--- src/rtl/wb_arbiter.sv ---
// Round-robin Wishbone arbiter: N core requesters (0 = IF, 1 = MEM) share one downstream port.
// Latency: request at cycle t -> s_cyc_o at t+1; ack/err routed combinationally to the granted master.
// Backpressure: one transfer in flight; losers hold their request until granted.
// Optional watchdog enabled by defining WB_ARB_TIMEOUT_EN (errors out hung transfers).
module wb_arbiter #(
  parameter int N_MASTERS      = 2,
  parameter int TIMEOUT_CYCLES = 255,
  localparam int GW            = (N_MASTERS > 1) ? $clog2(N_MASTERS) : 1
) (
  input  logic                   clk,
  input  logic                   rstn_i,
  input  logic [N_MASTERS-1:0]   m_cyc_i,
  input  logic [N_MASTERS-1:0]   m_stb_i,
  input  logic [N_MASTERS-1:0]   m_we_i,
  input  logic [4*N_MASTERS-1:0] m_sel_i,
  input  logic [32*N_MASTERS-1:0] m_adr_i,
  input  logic [32*N_MASTERS-1:0] m_dat_i,
  output logic [31:0]            m_dat_o,
  output logic [N_MASTERS-1:0]   m_ack_o,
  output logic [N_MASTERS-1:0]   m_err_o,
  output logic                   s_cyc_o,
  output logic                   s_stb_o,
  output logic                   s_we_o,
  output logic [3:0]             s_sel_o,
  output logic [31:0]            s_adr_o,
  output logic [31:0]            s_dat_o,
  input  logic [31:0]            s_dat_i,
  input  logic                   s_ack_i,
  input  logic                   s_err_i,
  output logic [GW-1:0]          grant_o
);

  typedef enum logic {
    IDLE = 1'b0,
    BUSY = 1'b1
  } state_e;

  state_e               state_q, state_d;
  logic [GW-1:0]        grant_q, grant_d;
  logic [GW-1:0]        last_q, last_d;
  logic [N_MASTERS-1:0] req;
  logic                 arb_found;
  logic [GW-1:0]        arb_idx;
  logic                 gnt_cyc;
  logic                 gnt_req;
  logic                 timeout_hit;

  assign req     = m_cyc_i & m_stb_i;
  assign m_dat_o = s_dat_i;
  assign grant_o = grant_q;

  // Round-robin search: first requester after the last served one, wrapping mod N.
  always_comb begin
    int idx;
    arb_found = 1'b0;
    arb_idx   = '0;
    idx       = 0;
    for (int i = 1; i <= N_MASTERS; i++) begin
      idx = int'(last_q) + i;
      if (idx >= N_MASTERS) idx = idx - N_MASTERS;
      for (int k = 0; k < N_MASTERS; k++) begin
        if (!arb_found && (k == idx) && req[k]) begin
          arb_found = 1'b1;
          arb_idx   = GW'(k);
        end
      end
    end
  end

  // Forward the granted master's bus fields downstream; held stable by the grant register.
  always_comb begin
    gnt_cyc = 1'b0;
    gnt_req = 1'b0;
    s_we_o  = 1'b0;
    s_sel_o = '0;
    s_adr_o = '0;
    s_dat_o = '0;
    for (int k = 0; k < N_MASTERS; k++) begin
      if (int'(grant_q) == k) begin
        gnt_cyc = m_cyc_i[k];
        gnt_req = req[k];
        s_we_o  = m_we_i[k];
        s_sel_o = m_sel_i[4*k +: 4];
        s_adr_o = m_adr_i[32*k +: 32];
        s_dat_o = m_dat_i[32*k +: 32];
      end
    end
  end

`ifdef WB_ARB_TIMEOUT_EN
  localparam int CW = (TIMEOUT_CYCLES > 0) ? $clog2(TIMEOUT_CYCLES + 1) : 1;
  logic [CW-1:0] to_cnt_q;

  // Watchdog: counts BUSY cycles without a response, saturating at the limit.
  always_ff @(posedge clk or negedge rstn_i) begin
    if (!rstn_i) begin
      to_cnt_q <= '0;
    end else if (state_q == IDLE) begin
      to_cnt_q <= '0;
    end else if (!(s_ack_i || s_err_i) && (to_cnt_q != CW'(TIMEOUT_CYCLES))) begin
      to_cnt_q <= to_cnt_q + CW'(1);
    end
  end

  assign timeout_hit = (state_q == BUSY) && (to_cnt_q == CW'(TIMEOUT_CYCLES));
`else
  // No watchdog: a BUSY transfer ends only on ack, err or abort.
  assign timeout_hit = 1'b0;
`endif

  // Next-state and per-master response routing.
  always_comb begin
    state_d = state_q;
    grant_d = grant_q;
    last_d  = last_q;
    s_cyc_o = 1'b0;
    s_stb_o = 1'b0;
    m_ack_o = '0;
    m_err_o = '0;
    case (state_q)
      IDLE: begin
        // Responses arriving here are dropped: nothing is routed in IDLE.
        if (arb_found) begin
          grant_d = arb_idx;
          state_d = BUSY;
        end
      end
      BUSY: begin
        // Dropping cyc/stb releases the bus in the same cycle; a watchdog hit too.
        s_cyc_o = gnt_req & ~timeout_hit;
        s_stb_o = gnt_req & ~timeout_hit;
        for (int k = 0; k < N_MASTERS; k++) begin
          if (int'(grant_q) == k) begin
            m_ack_o[k] = s_ack_i;
            m_err_o[k] = s_err_i | timeout_hit;
          end
        end
        if (s_ack_i || s_err_i || !gnt_cyc || timeout_hit) begin
          state_d = IDLE;
          last_d  = grant_q;
        end
      end
      default: state_d = IDLE;
    endcase
  end

  // State, grant and round-robin pointer; master 0 wins the first arbitration after reset.
  always_ff @(posedge clk or negedge rstn_i) begin
    if (!rstn_i) begin
      state_q <= IDLE;
      grant_q <= '0;
      last_q  <= GW'(N_MASTERS - 1);
    end else begin
      state_q <= state_d;
      grant_q <= grant_d;
      last_q  <= last_d;
    end
  end

endmodule

--- config.mk ---
export PLATFORM = sky130hd
export DESIGN_NAME = wb_arbiter
export DESIGN_NICKNAME = d
export VERILOG_FILES = /design/src/rtl/wb_arbiter.sv
export SDC_FILE = /design/constraint.sdc
export NUM_CORES = 1
export LEC_CHECK = 0
export BUFFER_PORTS_ARGS = -buffer_cell sky130_fd_sc_hd__buf_2
export CORE_AREA = 2 2 110 112
export DETAILED_ROUTE_END_ITERATION = 7
export DIE_AREA = 0 0 112 114
export SLEW_MARGIN = 20
export SYNTH_ARGS = -nofsm -noshare
export SYNTH_HDL_FRONTEND = slang
export SYNTH_SLANG_ARGS = --single-unit
--- constraint.sdc ---
create_clock -name clk -period 1.51 [get_ports clk]
set_input_delay 0.302 -clock clk [delete_from_list [all_inputs] [get_ports clk]]
set_output_delay 0.302 -clock clk [all_outputs]
set_load 0.01 [all_outputs]
==> flow_summary.yaml, run 1 <==
logic_synthesis:
  yosys_most_used_dff: "dfrtp_1"
  synth_cell_types: 18
  synth_top_area_frac: 0.390
  synth_warnings: 0
  synthMuxAreaShare: 0.638
  synth_nets: 313
  netlist_instances: 135
  async_reset_ff_frac: 1.00
  syn_area_um2: 1390
  synth-seq-cells: 3
  synth-adder-area-share: 0
  synth-compound-area-share: 0.0243
  synth_edf_count: 0
  synth_top_family_by_area: "multiplexers"
  synth_area_leader_cell: "mux2_2"
  syn_avg_cell_area_um2: 10.3
  synth_xor_area_frac: 0
  yosys.area_share.simple: 0.0460
  synth_common_cells: "mux2_2, buf_4, mux2_4, buf_6"
  synth_area_leaders: "mux2_2, mux2_4, buf_4"
  seq_area_frac_synth: 0.0550
  yosysMostFrequentCell: "mux2_2"
finish:
  drive_gt1_frac: 0.942
  instances_no_fill: 472
  synthToLayoutAreaGrowth_pct: 93.5
  num_antenna_cells: 0
  nets: 504
  nFillCells: 1285
  regArea_um2: 80.1
  multi_input_area_um2: 1020
power:
  ir_worst_vdd_mv: 0.964
  fin_total_pwr_mw: 3.78
  power.leakage_nw: 1.48
  p_per_area_nw_per_um2: 1410
detailed_routing:
  vias_per_cell: 3.73
  routed_wl_um: 5530
  vias: 1762
  drc: 0
  wl_per_cell_um: 11.7
  antenna_left: 0
  first_pass_iters: 4
  drtIter0Drc: 29
critical_path:
  cp_top_family: "flip-flops"
  crit_chain: "buf_4 > buf_6 > mux2_4 > buf_2"
  r2r_setup_slack_ps: 90
  slowest_delay_ps: 510
  critPathCaptureType: "output port"
  required_ps: 1210
  crit_type: "reg2out"
  arrival_ps: 1450
  cp.buffers_inverters: 3
  crit_fanout: 6
  cp_slowest_cell: "dfrtp_4"
  crit_path_start_kind: "flip-flop"
timing:
  hold_violations: 0
  fin_ws_ps: -241
  setup_violations: 75
  skew_ps: 0.438
  slew_headroom: 0.821
  worstMarginPinSlew_ps: 269
  finalCritPeriodShare: 1.16
  fmax_ghz: 0.571
  final.min_clock_period_ps: 1750
  grt_setup_unrepaired: "true"
  final_max_slew_viol_count: 0
flow_run:
  drv_cap: 0
floorplan:
  die-height_um: 114
  num_rows: 40
  start_util: 0.118
  coreArea_um2: 11700
  ioPinCount: 286
  die_w_um: 112
  dieArea_um2: 12800
status:
  status: "complete, but fails checks"
  failed_checks: "negative setup slack"
clock_tree:
  cts-htree-levels: 1
  cts.path.max_buffers: 2
  path_clk_slew_ps: 30
  cts_tree: "yes"
  clock_sinks: 3
  tritoncts.num_buffers: 3
  clock_latency_ps: 220
  cts-root-buf: "clkbuf_16"
placed_design:
  io_buffers: 221
  place_inst: 466
  place_congestion: 0.714
  dp_hpwl_um: 4870
global_route:
  antenna_found_initial: 0
  track_usage: 0.0755
  grt_max_degree: 34
  grt_pass1_vias: 1663
  overflow: 0
  grt_pass1_wl_um: 7670
worst_hold_path:
  hold_class: "in2reg"
==> routing by layer <==
layer,track usage,part of all wire
met5,0,0
met4,0.0382,0.025
met3,0.0239,0.10
met2,0.143,0.55
met1,0.0736,0.33
==> placed cells by master (no fill, tap or decap), types with 3 or more instances in the layout <==
master,n
buf_4,3
mux2_2,44
buf_6,21
nor2_1,3
buf_2,201
clkbuf_16,3
nand2_1,3
mux2_4,27
==> worst reg2reg max path, cell delays in order (launching register included) <==
cell and delay [ps]:
dfrtp_4 510, buf_4 150, buf_6 130, mux2_2 260
a21oi_1 150, a31oi_1 70
==> layout make-up <==
cell class	count	share of cell area
clock buffers	4	0.0294
inverters	1	0.00140
multi-input cells	89	0.378
flip-flops and latches	3	0.0298
well taps	147	0.0685
repair buffers	228	0.493
==> power breakdown <==
part / internal (mW) / switching [mW] / total, mW
combinational: 1.84 / 1.31 / 3.15
sequential: 0.142 / 0.0688 / 0.211
clock: 0.348 / 0.0721 / 0.421
==> worst paths after layout <==
kind / end / startpoint / cells past startpoint
setup reg to reg: state_q / grant_o / 5
setup / recovery: s_dat_o[27] / grant_o / 4
max in group asynchronous: last_q / rstn_i / 2
hold / removal: last_q / m_cyc_i[0] / 3
min in group asynchronous: state_q / rstn_i / 2
hold reg to reg: last_q / last_q / 2
==> logic make-up after synthesis <==
family | count (synthesis)
muxes | 71
buffers and inverters | 43
and+or+nand+nor | 13
AOI/OAI and AO/OA | 5
DFF | 3
==> sequential cells by signal, indices dropped and copies added (netlist names) <==
register / flops
last_q: 1
grant_o: 1
state_q: 1
==> stage by stage <==
stage | setup TNS, ps | setup WS, ps | util | hold WS (ps) | cell area [um^2]
final | -13800 | -241 | 0.229 | 363 | 2690
after CTS | -13270 | -245 | 0.226 | 363 | 2640
after detailed placement | -7.34 | -6.06 | 0.208 | 105 | 2430
after global placement | 0 | 20.3 | 0.208 | 99.3 | 2430
after global routing | -16550 | -280 | 0.229 | 378 | 2690
after floorplan | -22.6 | -22.6 | - | 6.41 | 1410
==> what timing repair did <==
action	in CTS	in global routing
setup buffers	0	1
pin swaps	0	1
setup endpoints to repair	74	75
resized for setup	20	7
hold endpoints to repair	2	0
cloned	0	0
hold buffers	1	0
Note: power is estimated with default switching activity, not from simulation.
==> run 2, diff against run 1 <==
--- a/config.mk
+++ b/config.mk
@@ -9,6 +9,7 @@
 export CORE_AREA = 2 2 110 112
 export DETAILED_ROUTE_END_ITERATION = 7
 export DIE_AREA = 0 0 112 114
+export PLACE_DENSITY_LB_ADDON = 0.3
 export SLEW_MARGIN = 20
 export SYNTH_ARGS = -nofsm -noshare
 export SYNTH_HDL_FRONTEND = slang
==> run 2 against run 1 <==
Net effect: the run still ends with negative setup slack left; core utilization decreased by 0.36 points; total power is 2.4% lower; register-to-register slack improved by 130 ps; non-clock buffer count is 2 lower; combinational power decreased by 2%; hold slack got worse by 8.4 ps; sequential share of layout area hardly changed; design area down 1.6%; critical path depth fell by 1; cell count is 0.42% lower; sequential cell count did not move; largest power group unchanged; highest routed layer unchanged.
==> flow_summary.yaml, run 2 (synthesis results as in run 1) <==
power:
  fin_total_pwr_mw: 3.69
  power.leakage_nw: 1.46
  p_per_area_nw_per_um2: 1400
  ir_worst_vdd_mv: 0.472
global_route:
  grt_pass1_wl_um: 8220
  antenna_found_initial: 0
  grt_max_degree: 38
  track_usage: 0.0806
  overflow: 0
  grt_pass1_vias: 1726
placed_design:
  place_inst: 464
  dpl_worst_slack_ps: -11.3
  io_buffers: 221
  dp_hpwl_um: 5250
  dpl-instance-area_um2: 2420
  place_congestion: 0.706
timing:
  final.min_clock_period_ps: 1760
  grt_setup_unrepaired: "true"
  fin_tns_setup_ps: -13800
  hold_violations: 0
  skew_ps: 0.766
  fin_ws_ps: -245
  fmax_ghz: 0.570
  setup_violations: 75
  slew_headroom: 0.841
  hold_ws_ps: 355
  final_max_slew_viol_count: 0
  worstMarginPinSlew_ps: 238
  finalCritPeriodShare: 1.16
detailed_routing:
  vias_per_cell: 3.71
  first_pass_iters: 4
  drtIter0Drc: 38
  vias: 1744
  wl_per_cell_um: 12.6
  antenna_left: 0
  drc: 0
  routed_wl_um: 5930
critical_path:
  crit_type: "reg2out"
  r2r_end: "state_q"
  crit_cells: 3
  r2r_start: "grant_o"
  r2r_setup_slack_ps: 220
  cp_slowest_cell: "dfrtp_4"
  critPathCaptureType: "output port"
  crit_end: "s_sel_o[1]"
  slowest_delay_ps: 460
  crit_fanout: 37
  cp.buffers_inverters: 2
  crit_chain: "buf_12 > mux2_2 > buf_2"
  required_ps: 1210
  crit_path_start_kind: "flip-flop"
  r2r_cells: 4
  crit_start: "grant_o"
  arrival_ps: 1450
  cp_top_family: "flip-flops"
finish:
  drive_gt1_frac: 0.935
  nets: 502
  num_antenna_cells: 0
  stdcell_area_um2: 2640
  synthToLayoutAreaGrowth_pct: 90.4
  layout_common_cells: "buf_2, mux2_2, mux2_4"
  final_core_util: 0.226
  final_common_cell: "buf_2"
  instances_no_fill: 470
clock_tree:
  cts-htree-levels: 1
  cts.path.max_buffers: 2
  clock_latency_ps: 220
  tritoncts.num_buffers: 3
  path_clk_slew_ps: 30
  cts_tree: "yes"
  cts-root-buf: "clkbuf_16"
  clock_sinks: 3
floorplan:
  ioPinCount: 286
  die_w_um: 112
  dieArea_um2: 12800
  start_util: 0.118
  coreArea_um2: 11700
  die-height_um: 114
  num_rows: 40
status:
  status: "complete, but fails checks"
  failed_checks: "negative setup slack"
worst_hold_path:
  hold_class: "in2reg"
flow_run:
  drv_cap: 0
==> run 2: cell types whose count changed in the layout (fill, tap and decap cells not counted), sizes merged <==
cell,before,now
buf,227,225
==> run 2: metal layers <==
metal	routed length, um	track usage	part of all wire	up-vias
met4	35	0.0130	0.0059	0
met3	718	0.0266	0.12	6
met2	3120	0.160	0.53	152
met1	2060	0.0832	0.35	763
li1	-	-	-	823
met5	0	0	0	-
==> run 2: worst min-delay path by stage <==
stage          startpoint  slack [ps]  cells after the start  endpoint
2_1_floorplan      rstn_i           6                      0   grant_o
3_3_place_gp       rstn_i         100                      1   state_q
3_5_place_dp       rstn_i         110                      1   state_q
4_1_cts        m_cyc_i[0]         360                      3    last_q
5_1_grt        m_cyc_i[0]         380                      3    last_q
6_report       m_cyc_i[0]         350                      3    last_q
==> run 2: timing repair <==
action,4_1_cts,5_1_grt
hold endpoints to repair,2,0
setup endpoints to repair,75,75
setup buffers,0,1
resized for setup,22,1
pin swaps,0,1
hold buffers,1,0
==> run 2: report_power, final <==
group | switching [mW] | internal, mW | leakage (nW) | total [mW]
Combinational | 1.31 | 1.77 | 1.38 | 3.08
Sequential | 0.0646 | 0.142 | 0.0333 | 0.207
Clock | 0.0644 | 0.348 | 0.0382 | 0.412
==> run 2: layout make-up <==
class	instances	area [um^2]
sequential	3	80.1
clock buffer	4	78.8
fill	1283	9070
tap	147	184
multi-input combinational	89	1000
inverter	1	3.75
timing repair buffer	226	1290
==> run 2: worst reg2reg max path: stages (launching register included) <==
cell and delay, ps:
dfrtp_4 460, buf_6 170, mux2_2 340, a21oi_1 140, a31oi_1 60
